<file path="src/rtl/instr_fetch_unit_pkg.sv">
// Shared pipeline definitions: instruction width, OP/func field positions,
// fetch FSM state encoding and the prefetch buffer entry layout.
package instr_fetch_unit_pkg;

  localparam int INSTR_W  = 32;

  // Field positions within an instruction word
  localparam int OP_MSB   = 31;
  localparam int OP_LSB   = 26;
  localparam int FUNC_MSB = 5;
  localparam int FUNC_LSB = 0;

  // Fetch FSM: IDLE = nothing outstanding, WAIT = response pending and kept,
  // DROP = response pending but belongs to a squashed (wrong) path.
  typedef enum logic [1:0] {
    ST_IDLE = 2'd0,
    ST_WAIT = 2'd1,
    ST_DROP = 2'd2
  } fetch_state_e;

  // One prefetch buffer entry: instruction plus the address of the next word
  typedef struct packed {
    logic [INSTR_W-1:0] instr;
    logic [INSTR_W-1:0] pc_plus4;
  } fetch_entry_t;

  // Force an address onto a word boundary
  function automatic logic [INSTR_W-1:0] word_align(input logic [INSTR_W-1:0] a);
    return {a[INSTR_W-1:2], 2'b00};
  endfunction

endpackage

</file>
<file path="src/rtl/instr_fetch_unit_fetch_fifo.sv">
// Prefetch buffer between instruction memory and decode. Show-ahead: the
// head entry is visible as soon as count is non-zero. Flush empties the
// buffer in one cycle; simultaneous push and pop is legal even when full.
module fetch_fifo
  import instr_fetch_unit_pkg::*;
#(
  parameter int DEPTH = 2
)
(
  input  logic                     clk,
  input  logic                     rst,
  input  logic                     push,
  input  logic                     pop,
  input  logic                     flush,
  input  fetch_entry_t             wdata,
  output fetch_entry_t             head,
  output logic [$clog2(DEPTH):0]   count
);

  localparam int AW = $clog2(DEPTH);
  localparam int CW = AW + 1;

  fetch_entry_t  mem [DEPTH];
  logic [AW-1:0] wr_ptr;
  logic [AW-1:0] rd_ptr;

  // Pointer and occupancy control; DEPTH is a power of two so pointers wrap
  always_ff @(posedge clk or posedge rst) begin
    if (rst) begin
      wr_ptr <= '0;
      rd_ptr <= '0;
      count  <= '0;
    end else if (flush) begin
      wr_ptr <= '0;
      rd_ptr <= '0;
      count  <= '0;
    end else begin
      if (push) wr_ptr <= wr_ptr + AW'(1);
      if (pop)  rd_ptr <= rd_ptr + AW'(1);
      count <= count + CW'(push) - CW'(pop);
    end
  end

  // Entry storage carries data only, so it needs no reset
  always_ff @(posedge clk) begin
    if (push && !flush) mem[wr_ptr] <= wdata;
  end

  assign head = mem[rd_ptr];

  // Occupancy must stay within bounds; the fetch issue logic guarantees it
  ap_no_overflow: assert property (@(posedge clk) disable iff (rst)
    !(push && !pop && !flush && count == CW'(DEPTH)))
    else $error("fetch_fifo: push into a full buffer without a pop");

  ap_no_underflow: assert property (@(posedge clk) disable iff (rst)
    !(pop && !flush && count == '0))
    else $error("fetch_fifo: pop from an empty buffer");

endmodule

</file>
<file path="src/rtl/instr_fetch_unit.sv">
// Instruction fetch stage. Keeps at most one instruction-memory request in
// flight, buffers returned words in a small show-ahead FIFO and presents
// them to decode with the OP and func fields split out. A taken branch from
// the decoder redirects fetch, flushes the buffer and squashes any response
// still in flight.
module instr_fetch_unit
  import instr_fetch_unit_pkg::*;
#(
  parameter logic [31:0] RESET_PC   = 32'h0000_0000,
  parameter int          FIFO_DEPTH = 2
)
(
  input  logic               clk,
  input  logic               rst,
  output logic               imem_req,
  output logic [INSTR_W-1:0] imem_addr,
  input  logic               imem_rvalid,
  input  logic [INSTR_W-1:0] imem_rdata,
  input  logic               redirect,
  input  logic [INSTR_W-1:0] redirect_pc,
  input  logic               id_stall,
  output logic               if_valid,
  output logic [INSTR_W-1:0] if_instr,
  output logic [5:0]         if_op,
  output logic [5:0]         if_func,
  output logic [INSTR_W-1:0] if_pc_plus4
);

  localparam int AW = $clog2(FIFO_DEPTH);
  localparam int CW = AW + 1;

  fetch_state_e       state;
  fetch_state_e       state_next;
  logic [INSTR_W-1:0] fetch_pc;
  logic [INSTR_W-1:0] pend_pc4;
  logic [CW-1:0]      count;
  logic [CW:0]        occ;
  fetch_entry_t       head;
  fetch_entry_t       push_entry;
  logic               pop;
  logic               push;
  logic               issue;

  // Decode consumes the head whenever it is valid and not stalled
  assign pop  = if_valid && !id_stall;

  // Only a response we still want enters the buffer; a redirect kills it
  assign push = (state == ST_WAIT) && imem_rvalid && !redirect;

  // Occupancy after this cycle's push/pop; a new request may only go out if
  // its eventual response is guaranteed a free slot.
  assign occ  = {1'b0, count} + (CW+1)'(push) - (CW+1)'(pop);

  assign push_entry = '{instr: imem_rdata, pc_plus4: pend_pc4};

  // Next-state and request generation
  always_comb begin
    state_next = state;
    issue      = 1'b0;
    imem_req   = 1'b0;
    imem_addr  = fetch_pc;

    if (!rst && !redirect && (occ < (CW+1)'(FIFO_DEPTH))) begin
      // A slot is free: issue from IDLE, or back-to-back as the pending
      // response returns in WAIT
      issue = (state == ST_IDLE) || ((state == ST_WAIT) && imem_rvalid);
    end
    imem_req = issue;

    unique case (state)
      ST_IDLE: begin
        if (issue) state_next = ST_WAIT;
      end
      ST_WAIT: begin
        if (imem_rvalid)   state_next = issue ? ST_WAIT : ST_IDLE;
        else if (redirect) state_next = ST_DROP;
      end
      ST_DROP: begin
        if (imem_rvalid) state_next = ST_IDLE;
      end
      default: state_next = ST_IDLE;
    endcase
  end

  // FSM state and fetch PC; a redirect always wins over sequential advance
  always_ff @(posedge clk or posedge rst) begin
    if (rst) begin
      state    <= ST_IDLE;
      fetch_pc <= RESET_PC;
    end else begin
      state <= state_next;
      if (redirect)   fetch_pc <= word_align(redirect_pc);
      else if (issue) fetch_pc <= fetch_pc + 32'd4;
    end
  end

  // Remember pc+4 of the outstanding request so it travels with its data
  always_ff @(posedge clk) begin
    if (issue) pend_pc4 <= fetch_pc + 32'd4;
  end

  fetch_fifo #(
    .DEPTH (FIFO_DEPTH)
  ) u_fifo (
    .clk   (clk),
    .rst   (rst),
    .push  (push),
    .pop   (pop),
    .flush (redirect),
    .wdata (push_entry),
    .head  (head),
    .count (count)
  );

  // Outputs read zero whenever nothing is presented
  assign if_valid    = (count != '0);
  assign if_instr    = if_valid ? head.instr    : '0;
  assign if_pc_plus4 = if_valid ? head.pc_plus4 : '0;
  assign if_op       = if_instr[OP_MSB:OP_LSB];
  assign if_func     = if_instr[FUNC_MSB:FUNC_LSB];

  // A response with nothing outstanding is a memory protocol violation
  ap_rvalid_idle: assert property (@(posedge clk) disable iff (rst)
    !(state == ST_IDLE && imem_rvalid))
    else $error("instr_fetch_unit: imem_rvalid with no request outstanding");

endmodule

</file>
<file path="config.mk">
export PLATFORM = sky130hd
export DESIGN_NAME = instr_fetch_unit
export DESIGN_NICKNAME = d
export VERILOG_FILES = /design/src/rtl/instr_fetch_unit_pkg.sv /design/src/rtl/instr_fetch_unit_fetch_fifo.sv /design/src/rtl/instr_fetch_unit.sv
export SDC_FILE = /design/constraint.sdc
export NUM_CORES = 1
export LEC_CHECK = 0
export ABC_AREA = 1
export ABC_CLOCK_PERIOD_IN_PS = 8800
export BUFFER_PORTS_ARGS = -buffer_cell sky130_fd_sc_hd__buf_2
export CORE_ASPECT_RATIO = 0.5
export CORE_UTILIZATION = 54
export CTS_CLUSTER_DIAMETER = 120
export DETAILED_ROUTE_END_ITERATION = 8
export PLACE_DENSITY = 0.81
export SLEW_MARGIN = 10
export SYNTH_ARGS = -nofsm -noshare
export SYNTH_HDL_FRONTEND = slang
export SYNTH_SLANG_ARGS = --single-unit
</file>
<file path="constraint.sdc">
create_clock -name clk -period 8.8 [get_ports clk]
set_input_delay 0.44 -clock clk [delete_from_list [all_inputs] [get_ports clk]]
set_output_delay 0.44 -clock clk [all_outputs]
set_load 0.005 [all_outputs]
</file>
==> flow_summary.ini, run 1 <==
[run_status]
status = completed

[floorplanning]
fp.dieArea_um2 = 15900
die_h_um = 89.5
initial_core_util_pct = 56.3
boundaryPins = 179
floorplan.rows = 31
die-width_um = 177
core_area_um2 = 14700

[yosys]
synthCells = 788
post_synth_num_cell_types = 35
ys_top_cells_by_area = edfxtp_1 56%, nand2_1 14%, dfrtp_1 11%
share_of_flip_flops_with_an_asynchronous_set_or_reset_pct = 18.9
yosys_most_used_dff = edfxtp_1
yosysTopAreaCell = edfxtp_1
synth.cells.most_frequent = 300 x nand2_1, 154 x edfxtp_1, 64 x a21oi_1, 50 x inv_1, 36 x dfrtp_1
synth_edf_count = 154
yosys_warnings = 0
post_synth_instance_area_um2 = 8280
synth_top_area_share_pct = 55.9
synthesis.area_per_instance_um2 = 10.5
post-synth-top-count-cell = nand2_1
register_bit_count_reported_by_yosys = 190
synth.yosys.seq_area_share_pct = 66.8

[clock_tree]
worst_skew_pair.late_latency_ns = 0.42
postCtsSetupBuffers = 0
htreeDepth = 4
clock_tree_from_tritoncts = built
number_of_clock_buffers_inserted_by_tritoncts = 17
ctsRootBufferMaster = clkbuf_16
number_of_buffers_on_the_longest_clock_path = 2
post_cts_resized = 0
cts.sinks = 190
cts_hold_buf = 0
clkTransAtPathRegs_ns = 0.07

[pwr]
vdd_ir_drop_max_mv = 0.149
finalPower_mw = 2.89
leakagePower_nw = 4.25
power_per_cell_area_nw_per_um2 = 296

[sta]
postLayoutSetupSlackWorst_ns = 3.82
post-route-min-period_ns = 4.98
hold_violations = 0
setup_viol = 0
slew_violations = 0
unrepaired_setup_endpoints_after_global_routing = no
finClkSkew_ns = 0.00963
fmax_achieved_mhz = 201
worst_pin_slew_ns = 1.09
fin_crit_sh_pct = 56.6
timing.max_slew.rel_slack_pct = 27.6
aggregate_negative_setup_slack_ns = 0

[place]
dp_hpwl_um = 11600
routabilityCongestion = 0.888
placement.cell_area_um2 = 9220
post-place-cells = 1121
numPortBuffers = 172
post-place-ws_ns = 4.26

[setup_path]
critPathCaptureType = output port
startpoint_of_the_lowest_slack_register_to_register_path = u_fifo.count[1]$_DFF_PP0_
worstReg2RegEnd = pend_pc4[12]$_DFFE_PP_
crit_fanout = 64
r2r.worst_path.cells = 13
arrival_worst_endpoint_ns = 4.54
required_ns = 8.36
timing.reg2reg.setup_slack_ns = 4.53
path_class = reg -> out
critPathLaunchType = flop

[grt]
largest_net_degree_at_the_start_of_global_routing = 65
grt_remaining_overflow = 0
gr-usage-all-layers_pct = 23.2
antenna_found_initial = 1
first_global_vias = 5450
grt_first_pass_wirelength_um = 27600

[drt]
drc_errors = 0
detailroute.via_count = 5965
vias_cell = 5.17
drt_first_pass_iters = 5
totalWireLength_um = 18200
wl_per_cell_um = 15.8
postRouteAntennaNets = 0
drt-initial-drc-count = 507

[job]
max_cap_viol_count = 0

[finish]
final_net_count = 1015
area_grow_syn2layout_pct = 18.1
layout.cells.non_filler = 1153
post-route-cell-area_um2 = 9770
insertedDiodeCount = 0
share_of_post_route_cells_with_drive_strength_above_1_pct = 24.5

[worst_hold_path]
worst_hold_path_type = in -> async
[through the flow]
| step | hold slack [ns] | utilization (%) |
|---|---|---|
| after floorplan | 0.421 | - |
| after global placement | 0.425 | 62.7 |
| after detailed placement | 0.430 | 62.7 |
| after CTS | 0.142 | 66.5 |
| after global routing | 0.165 | 66.5 |
| final | 0.131 | 66.5 |
[worst max path at each step]
stage,from,to,slack [ns],depth (start not counted)
floorplan,redirect,u_fifo.mem[1][10]$_DFFE_PP_,1.33,5
global placement,u_fifo.count[1]$_DFF_PP0_,imem_req,4.33,14
detailed placement,u_fifo.count[1]$_DFF_PP0_,imem_req,4.26,14
CTS,u_fifo.count[1]$_DFF_PP0_,imem_req,3.78,14
global route,u_fifo.count[1]$_DFF_PP0_,imem_req,3.50,14
finish,u_fifo.count[1]$_DFF_PP0_,imem_req,3.82,14
[layout by cell type, fill, tap and decap left out, types with 2 or more instances in the layout]
cell type and count:
inv_1 49, clkbuf_1 4, xor2_1 3, nand2_2 5
inv_2 2, nand2_1 300, conb_1 4, dfrtp_1 35
nand4_1 2, buf_4 6, nand3b_1 7, clkinvlp_4 4
nor2_4 6, xor2_2 4, a21oi_1 64, o211ai_1 3
nor2_8 2, nor2_1 32, edfxtp_1 154, nor2_2 5
and2_1 4, buf_2 172, o21ai_0 14, inv_6 3
xnor2_1 5, clkinv_4 2, clkbuf_16 17, ha_1 3
nand3_1 31
[state kept, by name (all words and copies together) (netlist names)]
signal / count
u_fifo.mem: 124
imem_addr: 30
pend_pc4: 30
state: 2
u_fifo.count: 2
u_fifo.rd_ptr: 1
u_fifo.wr_ptr: 1
[critical path: stages (launching register included)]
cell and delay (ns):
dfrtp_1 0.45, nor2_4 0.10, buf_4 0.57, nor2_1 0.18, ha_1 0.32, inv_1 0.06, ha_1 0.13, inv_1 0.05
fa_1 0.50, nand2_1 0.06, nor2_1 0.10, nand3_1 0.36, inv_2 0.56, buf_4 0.47, buf_2 0.21
[cells by family (layout without fill, tap and decap cells)]
group / count (synthesis) / after routing / synth area share, %
fa+ha+maj: 4 / 4 / 0.695
compound gates: 84 / 84 / 5.26
flops: 190 / 190 / 66.8
buf+inv: 98 / 262 / 5.28
simple gates: 399 / 399 / 20.3
xor+xnor: 12 / 12 / 1.63
other cells: 1 / 4 / 0.0453
[layout make-up]
| cell class | count | area, um^2 |
|---|---|---|
| sequential | 190 | 5530 |
| tap | 198 | 248 |
| timing repair buffer | 178 | 906 |
| multi-input combinational | 503 | 2350 |
| clock buffer | 21 | 440 |
| fill | 1133 | 4930 |
| inverter | 52 | 195 |
| clock inverter | 11 | 109 |
[metal layers]
| metal | GRT usage, % | vias to the layer above | wire length (um) |
|---|---|---|---|
| li1 | - | 2896 | - |
| met1 | 31.4 | 2794 | 7700 |
| met2 | 38.8 | 253 | 8830 |
| met3 | 4.34 | 22 | 1480 |
| met4 | 6.58 | 0 | 165 |
| met5 | 0 | - | 0 |
[report_power, final]
group	internal (mW)	switching, mW	leakage [nW]
clock	0.394	0.331	0.255
combinational	0.310	0.560	2.16
sequential	1.16	0.131	1.84
total	1.87	1.02	4.25
Power figures use the tool's default switching activity.
==> inputs of run 2 (changes only) <==
--- a/config.mk
+++ b/config.mk
@@ -5,14 +5,14 @@
 export SDC_FILE = /design/constraint.sdc
 export NUM_CORES = 1
 export LEC_CHECK = 0
-export ABC_AREA = 1
-export ABC_CLOCK_PERIOD_IN_PS = 8800
+export ABC_AREA = 0
+export ABC_CLOCK_PERIOD_IN_PS = 4000
 export BUFFER_PORTS_ARGS = -buffer_cell sky130_fd_sc_hd__buf_2
 export CORE_ASPECT_RATIO = 0.5
-export CORE_UTILIZATION = 54
+export CORE_UTILIZATION = 49
 export CTS_CLUSTER_DIAMETER = 120
 export DETAILED_ROUTE_END_ITERATION = 8
-export PLACE_DENSITY = 0.81
+export PLACE_DENSITY = 0.78
 export SLEW_MARGIN = 10
 export SYNTH_ARGS = -nofsm -noshare
 export SYNTH_HDL_FRONTEND = slang
==> constraint.sdc (replaced) <==
create_clock -name clk -period 4 [get_ports clk]
set_input_delay 0.2 -clock clk [delete_from_list [all_inputs] [get_ports clk]]
set_output_delay 0.2 -clock clk [all_outputs]
set_load 0.005 [all_outputs]
==> flow_summary.ini, run 2 <==
[run_status]
status = completed

[sta]
aggregate_negative_setup_slack_ns = 0
fin_crit_sh_pct = 91.0
slew_violations = 0
worst_pin_slew_ns = 1.16
fmax_achieved_mhz = 275
setup_viol = 0
timing.max_slew.rel_slack_pct = 22.4
postLayoutSetupSlackWorst_ns = 0.361
hold_violations = 0
post-route-min-period_ns = 3.64
finClkSkew_ns = 0.0123
hold-worst-slack_ns = 0.0150
unrepaired_setup_endpoints_after_global_routing = no

[grt]
largest_net_degree_at_the_start_of_global_routing = 64
first_global_vias = 5414
grtUsageMet1_pct = 26.0
antenna_found_initial = 0
grt_remaining_overflow = 0
busiest_layer = met2
grt_first_pass_wirelength_um = 27100
gr-usage-all-layers_pct = 20.8
grtUsageMet3_pct = 3.70
grtUsageMet2_pct = 36.1

[yosys]
synthCells = 607
yosys_warnings = 0
synthesis.area_per_instance_um2 = 13.4
ys_top_cells_by_area = edfxtp_1 57%, dfrtp_1 11%, mux2i_1 8.0%
yosys_most_used_dff = edfxtp_1
synth_edf_count = 154
synth.cells.most_frequent = 154 x edfxtp_1, 83 x nor2_1, 65 x mux2i_1, 36 x dfrtp_1, 31 x nand2_1
register_bit_count_reported_by_yosys = 190
share_of_flip_flops_with_an_asynchronous_set_or_reset_pct = 18.9
yosysTopAreaCell = edfxtp_1
synth_top_area_share_pct = 56.9
post_synth_instance_area_um2 = 8130
post_synth_num_cell_types = 42
post-synth-top-count-cell = edfxtp_1
synth.yosys.seq_area_share_pct = 67.9

[clock_tree]
clock_tree_from_tritoncts = built
cts.sinks = 190
postCtsSetupBuffers = 0
cts_hold_buf = 37
number_of_clock_buffers_inserted_by_tritoncts = 17
post_cts_resized = 0
htreeDepth = 4
worst_skew_pair.late_latency_ns = 0.43
clkTransAtPathRegs_ns = 0.07
ctsRootBufferMaster = clkbuf_16
number_of_buffers_on_the_longest_clock_path = 2

[setup_path]
crit_fanout = 50
critPathCaptureType = output port
timing.reg2reg.setup_slack_ns = 0.47
critPathLaunchType = flop
path_cells = nor2_4, nor2_1, ha_1, inv_1, ha_1, inv_1, fa_1, or3b_1, or4_1, inv_2, buf_12, buf_2
critPathSlowestCell = fa_1
path_class = reg -> out
crit_path_max_incr_delay_ns = 0.49
arrival_worst_endpoint_ns = 3.44
required_ns = 3.80

[finish]
layout.cells.non_filler = 1031
share_of_post_route_cells_with_drive_strength_above_1_pct = 27.2
area_grow_syn2layout_pct = 23.8
layout.cells.most_common = buf_2
largest_register_ffs = 124
post-route-cell-area_um2 = 10100
fillers = 1197
utilization_pct = 63.7
registers.top_by_ff_count = u_fifo.mem
final_net_count = 870
mostFrequentLayoutCells = 172 x buf_2, 154 x edfxtp_1, 82 x nor2_1
insertedDiodeCount = 0

[drt]
detailroute.via_count = 5482
vias_cell = 5.32
drt_first_pass_iters = 5
drc_errors = 0
totalWireLength_um = 17500
wl_per_cell_um = 17.0
postRouteAntennaNets = 0
drt-initial-drc-count = 324

[place]
placement.cell_area_um2 = 9140
post-place-ws_ns = 0.501
post-place-cells = 962
routabilityCongestion = 0.801
numPortBuffers = 172
dp_hpwl_um = 11200

[floorplanning]
die-width_um = 184
core_area_um2 = 15800
boundaryPins = 179
initial_core_util_pct = 51.4
floorplan.rows = 32
fp.dieArea_um2 = 17100
die_h_um = 93.1

[pwr]
power_per_cell_area_nw_per_um2 = 611
vdd_ir_drop_max_mv = 0.416
leakagePower_nw = 3.90
finalPower_mw = 6.15

[worst_hold_path]
worst_hold_path_type = in -> reg

[job]
max_cap_viol_count = 0
-- run 2: changes by cell type in the layout (fill, tap and decap cells not counted), sizes merged, moves of 16 or more --
| cell | change |
|---|---|
| nand2 | -274 |
| mux2i | +65 |
| a21oi | -60 |
| inv | -40 |
| nor2 | +38 |
| dlygate4sd3 | +37 |
| xnor2 | +16 |
-- run 2: path summary, 6_finish.rpt --
kind,from,to,cells after the start
worst max-delay path,u_fifo.count[1]$_DFF_PP0_,imem_req,12
worst min-delay path,redirect_pc[16],imem_addr[16]$_DFFE_PP0P_,3
worst max register to register,u_fifo.count[1]$_DFF_PP0_,imem_addr[22]$_DFFE_PP0P_,14
worst min register to register,pend_pc4[4]$_DFFE_PP_,u_fifo.mem[1][4]$_DFFE_PP_,0
max in group asynchronous,rst,imem_addr[24]$_DFFE_PP0P_,4
min in group asynchronous,rst,imem_addr[3]$_DFFE_PP0P_,3
-- run 2: report_power, final --
group | total, mW | internal (mW) | switching [mW]
Sequential | 2.92 | 2.52 | 0.400
Combinational | 1.63 | 0.762 | 0.868
Clock | 1.60 | 0.883 | 0.716
Total | 6.15 | 4.17 | 1.98
-- run 2: kinds of logic after synthesis --
group | Yosys count | share of synthesized area (%)
AOI/OAI and AO/OA | 58 | 5.08
xor gates and xnor gates | 31 | 3.34
adders and majority gates | 4 | 0.708
buffers and inverters | 62 | 3.69
DFF | 190 | 67.9
muxes | 66 | 8.14
other | 1 | 0.0461
and+or+nand+nor | 195 | 11.1
-- run 2: cell type report --
| type | instances | area [um^2] | area share [%] |
|---|---|---|---|
| repair buffers | 220 | 1330 | 13.2 |
| clock buffers | 21 | 450 | 4.47 |
| clock inverters | 11 | 108 | 1.07 |
| flip-flops and latches | 190 | 5530 | 54.9 |
| well taps | 221 | 277 | 2.75 |
| inverters | 10 | 37.5 | 0.373 |
| multi-input cells | 358 | 2340 | 23.3 |
-- run 2: per-layer routing --
metal	up-vias	part of all wire, %
li1	2585	-
met1	2681	43
met2	178	50
met3	38	5.0
met4	0	2.1
met5	-	0
-- run 2: critical path, delay by kind of cell, from the launching register on --
| kind | cells | cell delay [ns] |
|---|---|---|
| adder cells (fa/ha/maj) | 3 | 0.89 |
| buffers and inverters | 5 | 0.65 |
| flip-flops | 1 | 0.45 |
| AND/OR/NAND/NOR | 4 | 1.03 |
==> inputs of run 3 (changes only) <==
--- a/config.mk
+++ b/config.mk
@@ -6,7 +6,7 @@
 export NUM_CORES = 1
 export LEC_CHECK = 0
 export ABC_AREA = 0
-export ABC_CLOCK_PERIOD_IN_PS = 4000
+export ABC_CLOCK_PERIOD_IN_PS = 2900
 export BUFFER_PORTS_ARGS = -buffer_cell sky130_fd_sc_hd__buf_2
 export CORE_ASPECT_RATIO = 0.5
 export CORE_UTILIZATION = 49
==> constraint.sdc (replaced) <==
create_clock -name clk -period 2.9 [get_ports clk]
set_input_delay 0.145 -clock clk [delete_from_list [all_inputs] [get_ports clk]]
set_output_delay 0.145 -clock clk [all_outputs]
set_load 0.005 [all_outputs]
==> flow_summary.ini, run 3 (same netlist as run 2, synthesis figures left out) <==
[run_status]
status = finished with violations
violations = setup timing

[worst_hold_path]
min_delay_worst_endpoint = state[0]$_DFFE_PP0P_
min_delay_path_depth = 4
hold_path.startpoint = imem_rvalid
worst_hold_path_type = in -> reg

[setup_path]
r2r.worst_path.cells = 14
startpoint_of_the_lowest_slack_register_to_register_path = u_fifo.count[1]$_DFF_PP0_
timing.reg2reg.setup_slack_ns = -0.58
path_class = reg -> reg
worstReg2RegEnd = imem_addr[9]$_DFFE_PP0P_
critPathLaunchType = flop
critPathCaptureType = flop
required_ns = 3.21
crit_fanout = 8
arrival_worst_endpoint_ns = 3.78
critical_path.startpoint = u_fifo.count[1]$_DFF_PP0_

[drt]
drt-initial-drc-count = 545
drt_first_pass_iters = 6
wl_per_cell_um = 19.0
totalWireLength_um = 20900
drc_errors = 0
detailroute.via_count = 6169
postRouteAntennaNets = 0
vias_cell = 5.61

[clock_tree]
cts.sinks = 190
ctsRootBufferMaster = clkbuf_16
htreeDepth = 4
number_of_clock_buffers_inserted_by_tritoncts = 17
clkTransAtPathRegs_ns = 0.08
number_of_buffers_on_the_longest_clock_path = 2
clock_tree_from_tritoncts = built
worst_skew_pair.late_latency_ns = 0.43

[grt]
largest_net_degree_at_the_start_of_global_routing = 64
first_global_vias = 5914
antenna_found_initial = 1
gr-usage-all-layers_pct = 23.7
grt_remaining_overflow = 0
grt_first_pass_wirelength_um = 30400

[sta]
post-route-min-period_ns = 3.48
fin_crit_sh_pct = 120
unrepaired_setup_endpoints_after_global_routing = yes
setup_viol = 61
hold_violations = 0
worst_pin_slew_ns = 0.972
fmax_achieved_mhz = 288
slew_violations = 0
postLayoutSetupSlackWorst_ns = -0.576
finClkSkew_ns = 0.0123
timing.max_slew.rel_slack_pct = 34.7
hold-worst-slack_ns = 0.113

[finish]
mostFrequentLayoutCells = 171 x buf_2, 154 x edfxtp_1, 78 x nor2_1
layout.cells.most_common = buf_2
registers.top_by_ff_count = u_fifo.mem
share_of_post_route_cells_with_drive_strength_above_1_pct = 35.3
insertedDiodeCount = 0
area_grow_syn2layout_pct = 38.8
largest_register_ffs = 124
ff_latch_area_um2 = 5530
fillers = 960
final_net_count = 938
multi_input_comb_area_um2 = 2660

[pwr]
leakagePower_nw = 4.39
power_per_cell_area_nw_per_um2 = 862
finalPower_mw = 9.73
vdd_ir_drop_max_mv = 0.520

[floorplanning]
die_h_um = 93.1
boundaryPins = 179
initial_core_util_pct = 51.4
fp.dieArea_um2 = 17100
die-width_um = 184
floorplan.rows = 32
core_area_um2 = 15800

[place]
routabilityCongestion = 0.867
numPortBuffers = 172
dp_hpwl_um = 11600
post-place-ws_ns = -0.381

[job]
max_cap_viol_count = 0
[run 3: stage by stage]
step,instances,util (%),TNS (ns),area (um^2)
after floorplan,610,-,-17.45,8250
after global placement,978,59.4,-13.78,9400
after CTS,1092,70.2,-21.07,11100
final,1099,71.4,-24.11,11300
after global routing,1099,71.4,-30.59,11300
after detailed placement,978,59.4,-18.00,9400
[run 3: timing repair]
item                       in CTS  in global routing
hold buffers                   63                  1
pin swaps                      18                  7
setup endpoints to repair      61                 61
resized for setup              61                 36
buffers inserted               14                 11
gates cloned                    6                  0
hold endpoints to repair      112                  1
[run 3: final cells by class]
class	count	share of cell area, %
sequential	190	49.0
multi-input combinational	358	23.6
timing repair buffer	288	19.7
clock buffer	17	3.77
tap	221	2.45
clock inverter	15	1.13
inverter	10	0.377
[run 3: metal layers]
layer	part of all wire (%)	wire, um	track usage [%]
met1	39	8070	29.4
met2	49	10200	40.4
met3	9.1	1890	4.98
met4	3.1	656	10.3
met5	0.062	13	0
[run 3: how the worst max path moves through the flow]
stage	end
floorplan	imem_addr[24]$_DFFE_PP0P_
global placement	imem_addr[9]$_DFFE_PP0P_
detailed placement	imem_addr[13]$_DFFE_PP0P_
CTS	imem_addr[25]$_DFFE_PP0P_
global route	imem_addr[9]$_DFFE_PP0P_
finish	imem_addr[9]$_DFFE_PP0P_
[run 3: where the power goes]
group | leakage, nW | internal, mW | total (mW) | switching [mW]
clock | 0.274 | 1.13 | 2.22 | 1.09
sequential | 1.84 | 3.48 | 4.02 | 0.536
combinational | 2.28 | 1.77 | 3.49 | 1.71
total | 4.39 | 6.39 | 9.73 | 3.34
[run 3: critical path, cell delays in order, from the launching register on]
cell and delay (ns):
dfrtp_1 0.42, nor2_4 0.13, nor2_2 0.05, ha_1 0.26
inv_1 0.06, ha_2 0.16, inv_2 0.04, fa_1 0.50
or3b_4 0.39, or4_4 0.47, buf_6 0.18, buf_8 0.15
nand2_8 0.10, o21ai_1 0.11, a221o_1 0.32
